==> src/rtl/uart_pkg.sv <==
// uart_pkg: state encoding and parity mode constants shared by the UART
// transmit and receive paths.
package uart_pkg;

   // Framer state register encoding; codes 3'b101..3'b111 are unused.
   typedef logic [2:0] uart_state_t;

   localparam uart_state_t ST_IDLE   = 3'b000;
   localparam uart_state_t ST_START  = 3'b001;
   localparam uart_state_t ST_DATA   = 3'b010;
   localparam uart_state_t ST_PARITY = 3'b011;
   localparam uart_state_t ST_STOP   = 3'b100;

   // Runtime parity selection; 2'b11 is treated like PAR_NONE.
   localparam logic [1:0] PAR_NONE = 2'b00;
   localparam logic [1:0] PAR_EVEN = 2'b01;
   localparam logic [1:0] PAR_ODD  = 2'b10;

endpackage

==> src/rtl/uart_baud_tick.sv <==
// uart_baud_tick: bit-period counter. Counts 0..CLKS_PER_BIT-1 and flags the
// last clock of each bit period. A clear forces the count back to zero so a
// new bit period starts aligned to the framer's state change.
module uart_baud_tick #(
   parameter int CLKS_PER_BIT = 868
) (
   input  logic clk,
   input  logic rst,
   input  logic clear,
   output logic bit_end
);

   localparam int CW = (CLKS_PER_BIT > 1) ? $clog2(CLKS_PER_BIT) : 1;
   localparam logic [CW-1:0] LAST = CW'(CLKS_PER_BIT - 1);

   logic [CW-1:0] count_q;
   logic [CW-1:0] count_d;

   assign bit_end = (count_q == LAST);

   // Next count: wrap at the end of a bit period, restart on clear.
   always_comb begin
      count_d = count_q + CW'(1);
      if (clear || bit_end) begin
         count_d = '0;
      end
   end

   // Count register with synchronous reset.
   always_ff @(posedge clk) begin
      if (rst) begin
         count_q <= '0;
      end else begin
         count_q <= count_d;
      end
   end

endmodule

==> src/rtl/uart_tx_frame.sv <==
// uart_tx_frame: UART transmit framer. One word per valid/ready handshake is
// sent as start bit, DATA_W data bits LSB first, optional parity bit and
// STOP_BITS stop bits, each bit lasting CLKS_PER_BIT clocks.
//
// Handshake: a word is taken on a rising edge where tx_valid && tx_ready;
// tx_ready is high only in IDLE, tx_data/parity_mode are ignored otherwise.
//
// Optional feature macro: UART_TX_PARITY_EN adds the parity_mode port and the
// PARITY state. Without it every frame goes straight from DATA to STOP.
module uart_tx_frame #(
   parameter int DATA_W       = 8,
   parameter int CLKS_PER_BIT = 868,
   parameter int STOP_BITS    = 1
) (
   input  logic              clk,
   input  logic              rst,
   input  logic [DATA_W-1:0] tx_data,
   input  logic              tx_valid,
   output logic              tx_ready,
`ifdef UART_TX_PARITY_EN
   input  logic [1:0]        parity_mode,
`endif
   output logic              tx_serial,
   output logic              tx_busy,
   output logic              tx_done
);

   import uart_pkg::*;

   localparam int BW = $clog2(DATA_W + 1);
   localparam logic [BW-1:0] LAST_BIT  = BW'(DATA_W - 1);
   localparam logic          LAST_STOP = (STOP_BITS == 2);

   uart_state_t       state_q,     state_d;
   logic [DATA_W-1:0] shift_q,     shift_d;
   logic [BW-1:0]     bit_cnt_q,   bit_cnt_d;
   logic              stop_cnt_q,  stop_cnt_d;
   logic              tx_serial_q, tx_serial_d;
   logic              bit_end;
   logic              baud_clear;

`ifdef UART_TX_PARITY_EN
   logic [1:0] par_mode_q, par_mode_d;
   logic       par_bit_q,  par_bit_d;
   logic       par_on;

   assign par_on = (par_mode_q == PAR_EVEN) || (par_mode_q == PAR_ODD);
`endif

   // Every state change (including the accept) starts a fresh bit period.
   assign baud_clear = (state_d != state_q);

   uart_baud_tick #(
      .CLKS_PER_BIT(CLKS_PER_BIT)
   ) u_baud (
      .clk     (clk),
      .rst     (rst),
      .clear   (baud_clear),
      .bit_end (bit_end)
   );

   assign tx_ready  = (state_q == ST_IDLE);
   assign tx_busy   = !tx_ready;
   assign tx_serial = tx_serial_q;
   assign tx_done   = (state_q == ST_STOP) && bit_end && (stop_cnt_q == LAST_STOP);

   // Frame sequencing: accept, then walk START/DATA/(PARITY)/STOP on bit ends.
   always_comb begin
      state_d    = state_q;
      shift_d    = shift_q;
      bit_cnt_d  = bit_cnt_q;
      stop_cnt_d = stop_cnt_q;
`ifdef UART_TX_PARITY_EN
      par_mode_d = par_mode_q;
      par_bit_d  = par_bit_q;
`endif
      case (state_q)
         ST_IDLE: begin
            if (tx_valid) begin
               state_d    = ST_START;
               shift_d    = tx_data;
               bit_cnt_d  = '0;
               stop_cnt_d = 1'b0;
`ifdef UART_TX_PARITY_EN
               par_mode_d = parity_mode;
               // Even: XOR of the word; odd: its inverse.
               par_bit_d  = (^tx_data) ^ (parity_mode == PAR_ODD);
`endif
            end
         end
         ST_START: begin
            if (bit_end) begin
               state_d = ST_DATA;
            end
         end
         ST_DATA: begin
            if (bit_end) begin
               shift_d = shift_q >> 1;
               if (bit_cnt_q == LAST_BIT) begin
`ifdef UART_TX_PARITY_EN
                  state_d = par_on ? ST_PARITY : ST_STOP;
`else
                  state_d = ST_STOP;
`endif
               end else begin
                  bit_cnt_d = bit_cnt_q + BW'(1);
               end
            end
         end
`ifdef UART_TX_PARITY_EN
         ST_PARITY: begin
            if (bit_end) begin
               state_d = ST_STOP;
            end
         end
`endif
         ST_STOP: begin
            if (bit_end) begin
               if (stop_cnt_q == LAST_STOP) begin
                  state_d = ST_IDLE;
               end else begin
                  stop_cnt_d = stop_cnt_q + 1'b1;
               end
            end
         end
         default: begin
            state_d = ST_IDLE;
         end
      endcase
   end

   // Line level for the coming cycle, registered so tx_serial is glitch-free.
   always_comb begin
      tx_serial_d = 1'b1;
      case (state_d)
         ST_IDLE:   tx_serial_d = 1'b1;
         ST_START:  tx_serial_d = 1'b0;
         ST_DATA:   tx_serial_d = shift_d[0];
`ifdef UART_TX_PARITY_EN
         ST_PARITY: tx_serial_d = par_bit_d;
`endif
         ST_STOP:   tx_serial_d = 1'b1;
         default:   tx_serial_d = 1'b1;
      endcase
   end

   // State registers; reset discards any frame in flight.
   always_ff @(posedge clk) begin
      if (rst) begin
         state_q     <= ST_IDLE;
         shift_q     <= '0;
         bit_cnt_q   <= '0;
         stop_cnt_q  <= 1'b0;
         tx_serial_q <= 1'b1;
`ifdef UART_TX_PARITY_EN
         par_mode_q  <= PAR_NONE;
         par_bit_q   <= 1'b0;
`endif
      end else begin
         state_q     <= state_d;
         shift_q     <= shift_d;
         bit_cnt_q   <= bit_cnt_d;
         stop_cnt_q  <= stop_cnt_d;
         tx_serial_q <= tx_serial_d;
`ifdef UART_TX_PARITY_EN
         par_mode_q  <= par_mode_d;
         par_bit_q   <= par_bit_d;
`endif
      end
   end

endmodule
==> config.mk <==
export PLATFORM = sky130hd
export DESIGN_NAME = uart_tx_frame
export DESIGN_NICKNAME = d
export VERILOG_FILES = /design/src/rtl/uart_pkg.sv /design/src/rtl/uart_baud_tick.sv /design/src/rtl/uart_tx_frame.sv
export SDC_FILE = /design/constraint.sdc
export NUM_CORES = 1
export LEC_CHECK = 0
export ABC_AREA = 1
export CAP_MARGIN = 10
export CORE_MARGIN = 10
export CORE_UTILIZATION = 30
export CTS_CLUSTER_DIAMETER = 100
export CTS_CLUSTER_SIZE = 25
export DETAILED_ROUTE_END_ITERATION = 10
export PLACE_DENSITY_LB_ADDON = 0.08
export SYNTH_ARGS = -nofsm -noshare
export SYNTH_HDL_FRONTEND = slang
export SYNTH_HIERARCHICAL = 1
export SYNTH_SLANG_ARGS = --single-unit
==> constraint.sdc <==
create_clock -name clk -period 4.34 [get_ports clk]
set_clock_uncertainty 0.15 [all_clocks]
set_input_delay 0.868 -clock clk [delete_from_list [all_inputs] [get_ports clk]]
set_output_delay 0.868 -clock clk [all_outputs]
set_load 0.01 [all_outputs]
# After elaboration in Yosys (flattened, before gate mapping)
# Cells that the tools add are included.
# totals
ff_bits	27
output_inout_bits	4
# classes
n_addsub	3
n_eq_ne	12
muxes	19
bitwise_logic	1
reduce_logical	11
# ops
op	n
3-bit two-way mux	6
8-bit two-way mux	2
8-bit one-hot mux with 2 select lines	1
4-bit two-way mux	3
3-bit one-hot mux with 4 select lines	1
10-bit by 1-bit adder with 10-bit output, second input constant	1
10-bit == test, second input constant	1
2-bit != test, second input constant	4
4-bit one-hot mux with 2 select lines	1
3-bit by 1-bit == test with 1-bit output, second input constant	2
3-bit by 2-bit == test with 1-bit output, second input constant	2
3-bit AND reduction	2
4-bit by 1-bit adder with 4-bit output, second input constant	1
4-bit by 3-bit == test with 1-bit output, second input constant	1
1-bit one-hot mux with 2 select lines	2
4-bit AND reduction	1
2-bit nonzero test	2
3-bit == test, second input constant	1
3-bit logical NOT	1
1-bit two-way mux	3
3-bit != test	1
1-bit logical AND	2
2-bit OR reduction	1
1-bit adder, second input constant	1
3 further kinds	3

# Longest topological paths before layout
# depth
depth_word	7
mapped_depth	13
mapped_depth_nobuf	12

# Modules after synthesis
# Netlist, hierarchy kept.
# modules_own_cells
module	instances	cells_per_inst	area_each_um2
uart_tx_frame	1	139	868.3
uart_baud_tick	1	63	488.0

# Worst setup path before layout
# OpenSTA, ideal clock, no wires.
# synth_timing
path_kind	register to output
start	register u_baud.count_q[0]
end	output tx_done
arrival_time_ps	1488
t_required_ps	3322
slack_ps	1834
stages_incl_launch_ff	9
path_buffers	1
cell_sequence	dfxtp_1 ha_1 nand2_1 nor2_1 nand3_2 inv_1 buf_2 inv_1 nor4_1
# synth_between
elab_chain_len	3
# synth_rtl
element	line	source
from (decl)	uart_baud_tick.sv:16	logic [CW-1:0] count_q;
from (signal assigned)	uart_baud_tick.sv:34	count_q <= count_d;
10-bit == test	uart_baud_tick.sv:19	assign bit_end = (count_q == LAST);
named net bit_end	uart_tx_frame.sv:39	logic bit_end;
1-bit logical AND (2 in a row)	uart_tx_frame.sv:65	assign tx_done = (state_q == ST_STOP) && bit_end && (stop_cnt_q == LAST_STOP);
to (decl)	uart_tx_frame.sv:25	output logic tx_done
# The timed path passes the listed nets, and every way through them passes these cells.

# Worst setup path after layout
# Same ends and word-level chain as after synthesis.

==> Implementation_results.wiki <==
{| class="wikitable"
! Metric !! Value
|-
| Final antenna-violating net count || 0
|-
| Number of top-level design ports || 15
|-
| Number of vias after detailed routing || 1203
|-
| Count of distinct cell types in the synthesized netlist || 25
|-
| Count of final max-slew check failures || 0
|-
| First-pass GRT wire length || 5150 um
|-
| Worst slew margin relative to its limit || 78.2%
|-
| Max FO, Critical Path || 10
|-
| Sequential-to-total area share from yosys stat || 38.4%
|-
| Maximum number of pins on one net before global-route repair || 14
|-
| Most repeated cell in the gate-level netlist after synthesis || sky130_fd_sc_hd__nand2_1
|-
| Clock transition time at the flip-flop clock pins of the worst setup and hold paths || 0.08 ns
|-
| Clock group share of total power || 30.0%
|-
| Gpl congestion || 0.770
|-
| Vias per Instance || 4.47
|-
| Required time of the worst setup path || 3.32 ns
|-
| Power density normalized to cell area || 283 nW/um2
|-
| Effective utilization at floorplan || 31.1%
|-
| WHS Path Cells || 1
|-
| Remaining design rule violation count || 0
|-
| Tcrit/Tclk final || 76.8%
|-
| Number of DRC markers after the initial detailed-route iteration || 77
|-
| Floorplan die height || 87.2 um
|-
| Hold buffer count at cts || 0
|-
| Crit. End Element || primary output
|-
| Pre-CTS worst setup slack || 1.30 ns
|-
| Post-synthesis sequential element count || 26
|-
| Post-layout minimum cycle time || 3.33 ns
|-
| Number of enable flip-flop cells after synthesis || 0
|-
| Top cells by area, synth || sky130_fd_sc_hd__dfxtp_1 38%, sky130_fd_sc_hd__nand2_1 18%, sky130_fd_sc_hd__nor2_1 8.9%
|-
| Most frequently used flop master after synthesis || sky130_fd_sc_hd__dfxtp_1
|-
| Final #Nets || 232
|-
| Worst reg-to-reg setup slack || 2.25 ns
|-
| Overall fraction of global-route tracks in use || 8.14%
|-
| Number of post-CTS setup repair buffers || 0
|-
| Number of buffers added on ports || 14
|-
| End of the worst hold path || u_baud/count_q[0]$_SDFF_PP0_
|-
| Fraction of the core area covered by cells at the end of the flow || 36.4%
|-
| Post-synth top cells || 64 x sky130_fd_sc_hd__nand2_1, 32 x sky130_fd_sc_hd__nor2_1, 27 x sky130_fd_sc_hd__inv_1
|-
| Worst min-delay path startpoint || u_baud/count_q[0]$_SDFF_PP0_
|-
| Outcome || completed
|-
| RSZ-0062 raised after global routing || false
|-
| Leakage || 0.663 nW
|-
| Clock H-tree levels || 1
|-
| Post-Route Hold Slack || 0.306 ns
|-
| Sinks on the clock net || 26
|-
| Terminus of the critical flop-to-flop path || shift_q[4]$_SDFFE_PP0P_
|-
| Combinational Power Share || 13.1%
|-
| CTS tree || built
|-
| DRT Wirelength || 2830 um
|-
| VDD IR-drop max || 105 uV
|-
| Total nets after synthesis || 215
|-
| Die width || 87.2 um
|-
| Gate Count Post-Synth || 202
|-
| Number of buffers inserted during clock tree synthesis || 3
|-
| Per-instance average area after synthesis || 6.71 um2
|-
| Synthesized area || 1360 um2
|-
| Area occupied by multi-input gates || 718 um2
|-
| Register cell area after layout || 520 um2
|-
| Number of hold violations in the final report || 0
|-
| Critical path startpoint category || register
|-
| Number of antenna violations at the first check in global routing || 0
|-
| Count of endpoints failing setup in the final report || 0
|-
| Via count of the first global-routing pass || 1207
|-
| Die area || 7610 um2
|-
| Residual overflow from global routing || 0
|-
| Dpl hpwl || 2180 um
|-
| Maximum clock frequency || 300 MHz
|-
| Setup tns final || 0 ns
|-
| Maximum count of clock buffers along a single path || 2
|-
| Count of standard-cell rows || 24
|-
| Reg2reg path depth || 10
|-
| Total of max-cap violations || 0
|-
| Post-CTS sizing || 0
|-
| Worst EP arrival || 2.32 ns
|-
| Area overhead of the layout relative to synthesis || 17.0%
|-
| Proportion of power drawn by flip-flops and latches || 56.9%
|-
| Switch share || 25.0%
|-
| Class of the most critical setup path || reg -> out
|-
| Worst skew pair latency || 0.27 ns
|-
| Core ar. || 4350 um2
|-
| Worst hold path type || reg -> reg
|-
| DR WL/cell || 10.5 um
|-
| Proportion of synthesized flip-flops having asynchronous set or reset || 0%
|-
| Post-route insts no fill || 269
|-
| Power dissipated by switching net loads || 0.000112 W
|-
| Actual transition at the worst max-transition pin || 0.326 ns
|-
| Library cell with the largest summed area after synthesis || sky130_fd_sc_hd__dfxtp_1
|-
| Smallest setup slack after layout || 1.01 ns
|-
| Diode insertion count for antenna repair || 0
|-
| Cell-internal power || 0.000337 W
|-
| Startpoint of the worst-slack reg-to-reg timing path || u_baud/count_q[0]$_SDFF_PP0_
|-
| Fraction of layout instances using a drive strength above 1 || 8.29%
|-
| DRT Pass-1 Iters || 5
|-
| Fill cell total of the finished layout || 470
|-
| Buffer cell driving the clock tree root || sky130_fd_sc_hd__clkbuf_8
|-
| Yosys top cell area share || 38.4%
|-
| Total instance count after detailed placement || 266
|-
| Synth Warn # || 6
|}
-- metal layers --
layer	routed length, um	up-vias	global-route usage (%)	share of wire (%)
met3	70	2	1.78	2.5
met5	0	-	0	0
met1	1430	535	10.1	50
met4	22	0	3.48	0.78
li1	-	655	-	-
met2	1310	11	13.1	46
-- worst max-delay path: stages (launching register included) --
cell and delay (ns):
sky130_fd_sc_hd__dfxtp_1 0.36, sky130_fd_sc_hd__ha_1 0.21, sky130_fd_sc_hd__nand2_1 0.09, sky130_fd_sc_hd__nor2_1 0.12
sky130_fd_sc_hd__nand3_2 0.11, sky130_fd_sc_hd__inv_1 0.25, sky130_fd_sc_hd__inv_1 0.10, sky130_fd_sc_hd__nor4_1 0.24
sky130_fd_sc_hd__clkdlybuf4s50_1 0.59
-- how the worst max path moves through the flow --
stage	startpoint	to	slack, ns
finish	u_baud/count_q[0]$_SDFF_PP0_	tx_done	1.01
global route	u_baud/count_q[0]$_SDFF_PP0_	tx_done	0.71
CTS	u_baud/count_q[0]$_SDFF_PP0_	tx_done	0.99
detailed placement	u_baud/count_q[0]$_SDFF_PP0_	tx_done	1.30
global placement	u_baud/count_q[0]$_SDFF_PP0_	tx_done	1.32
floorplan	u_baud/count_q[0]$_SDFF_PP0_	tx_done	1.83
-- sequential cells by signal (all words and copies together) (netlist names) --
signal and flops:
u_baud/count_q 10, shift_q 8, state_q 3, bit_cnt_q 4
tx_serial 1
-- cell usage in the layout (no fill, tap or decap) --
cell,count
sky130_fd_sc_hd__nand4_1,1
sky130_fd_sc_hd__nor2_4,2
sky130_fd_sc_hd__clkdlybuf4s50_1,14
sky130_fd_sc_hd__nand2_2,2
sky130_fd_sc_hd__dfxtp_1,26
sky130_fd_sc_hd__nor4_1,1
sky130_fd_sc_hd__o21ai_0,9
sky130_fd_sc_hd__a211oi_1,1
sky130_fd_sc_hd__nand3_2,5
sky130_fd_sc_hd__nor2_1,32
sky130_fd_sc_hd__clkbuf_8,3
sky130_fd_sc_hd__or2_2,1
sky130_fd_sc_hd__xnor2_1,2
sky130_fd_sc_hd__xor2_1,2
sky130_fd_sc_hd__nand2_1,64
sky130_fd_sc_hd__o31ai_1,1
sky130_fd_sc_hd__inv_1,27
sky130_fd_sc_hd__ha_1,2
sky130_fd_sc_hd__a21oi_2,2
sky130_fd_sc_hd__nand3_1,6
sky130_fd_sc_hd__nand2_4,1
sky130_fd_sc_hd__nand3b_1,1
sky130_fd_sc_hd__o211ai_1,2
sky130_fd_sc_hd__a21oi_1,8
sky130_fd_sc_hd__nor2_2,2
-- through the flow --
stage / cell area, um2 / power [W]
global placement: 1550 / 0.000319
CTS: 1590 / 0.000458
floorplan: 1360 / 0.000297
finish: 1590 / 0.000449
detailed placement: 1550 / 0.000320
global route: 1590 / 0.000477
-- power by group through the flow --
| stage | registers, W | clock network, W | logic (W) |
|---|---|---|---|
| final | 0.000255 | 0.000135 | 0.0000589 |
| after global routing | 0.000256 | 0.000152 | 0.0000684 |
| after CTS | 0.000255 | 0.000143 | 0.0000603 |
| after detailed placement | 0.000260 | 0 | 0.0000600 |
| after global placement | 0.000260 | 0 | 0.0000592 |
| after floorplan | 0.000259 | 0 | 0.0000372 |
-- logic make-up (layout without fill, tap and decap cells) --
kind of cell,Yosys count,after routing,share of synthesized area [%]
compound gates,23,23,9.78
xor+xnor,4,4,2.58
fa+ha+maj,2,2,1.84
buf+inv,29,44,8.67
flops,26,26,38.4
simple gates,118,118,38.7
-- area by class of cell --
cell class	instances	area share [%]
multi-input cells	147	45.3
repair buffers	14	8.83
well taps	52	4.10
clock buffers	3	2.60
flip-flops and latches	26	32.8
inverters	27	6.39
Note: power is estimated with default switching activity, not from simulation.
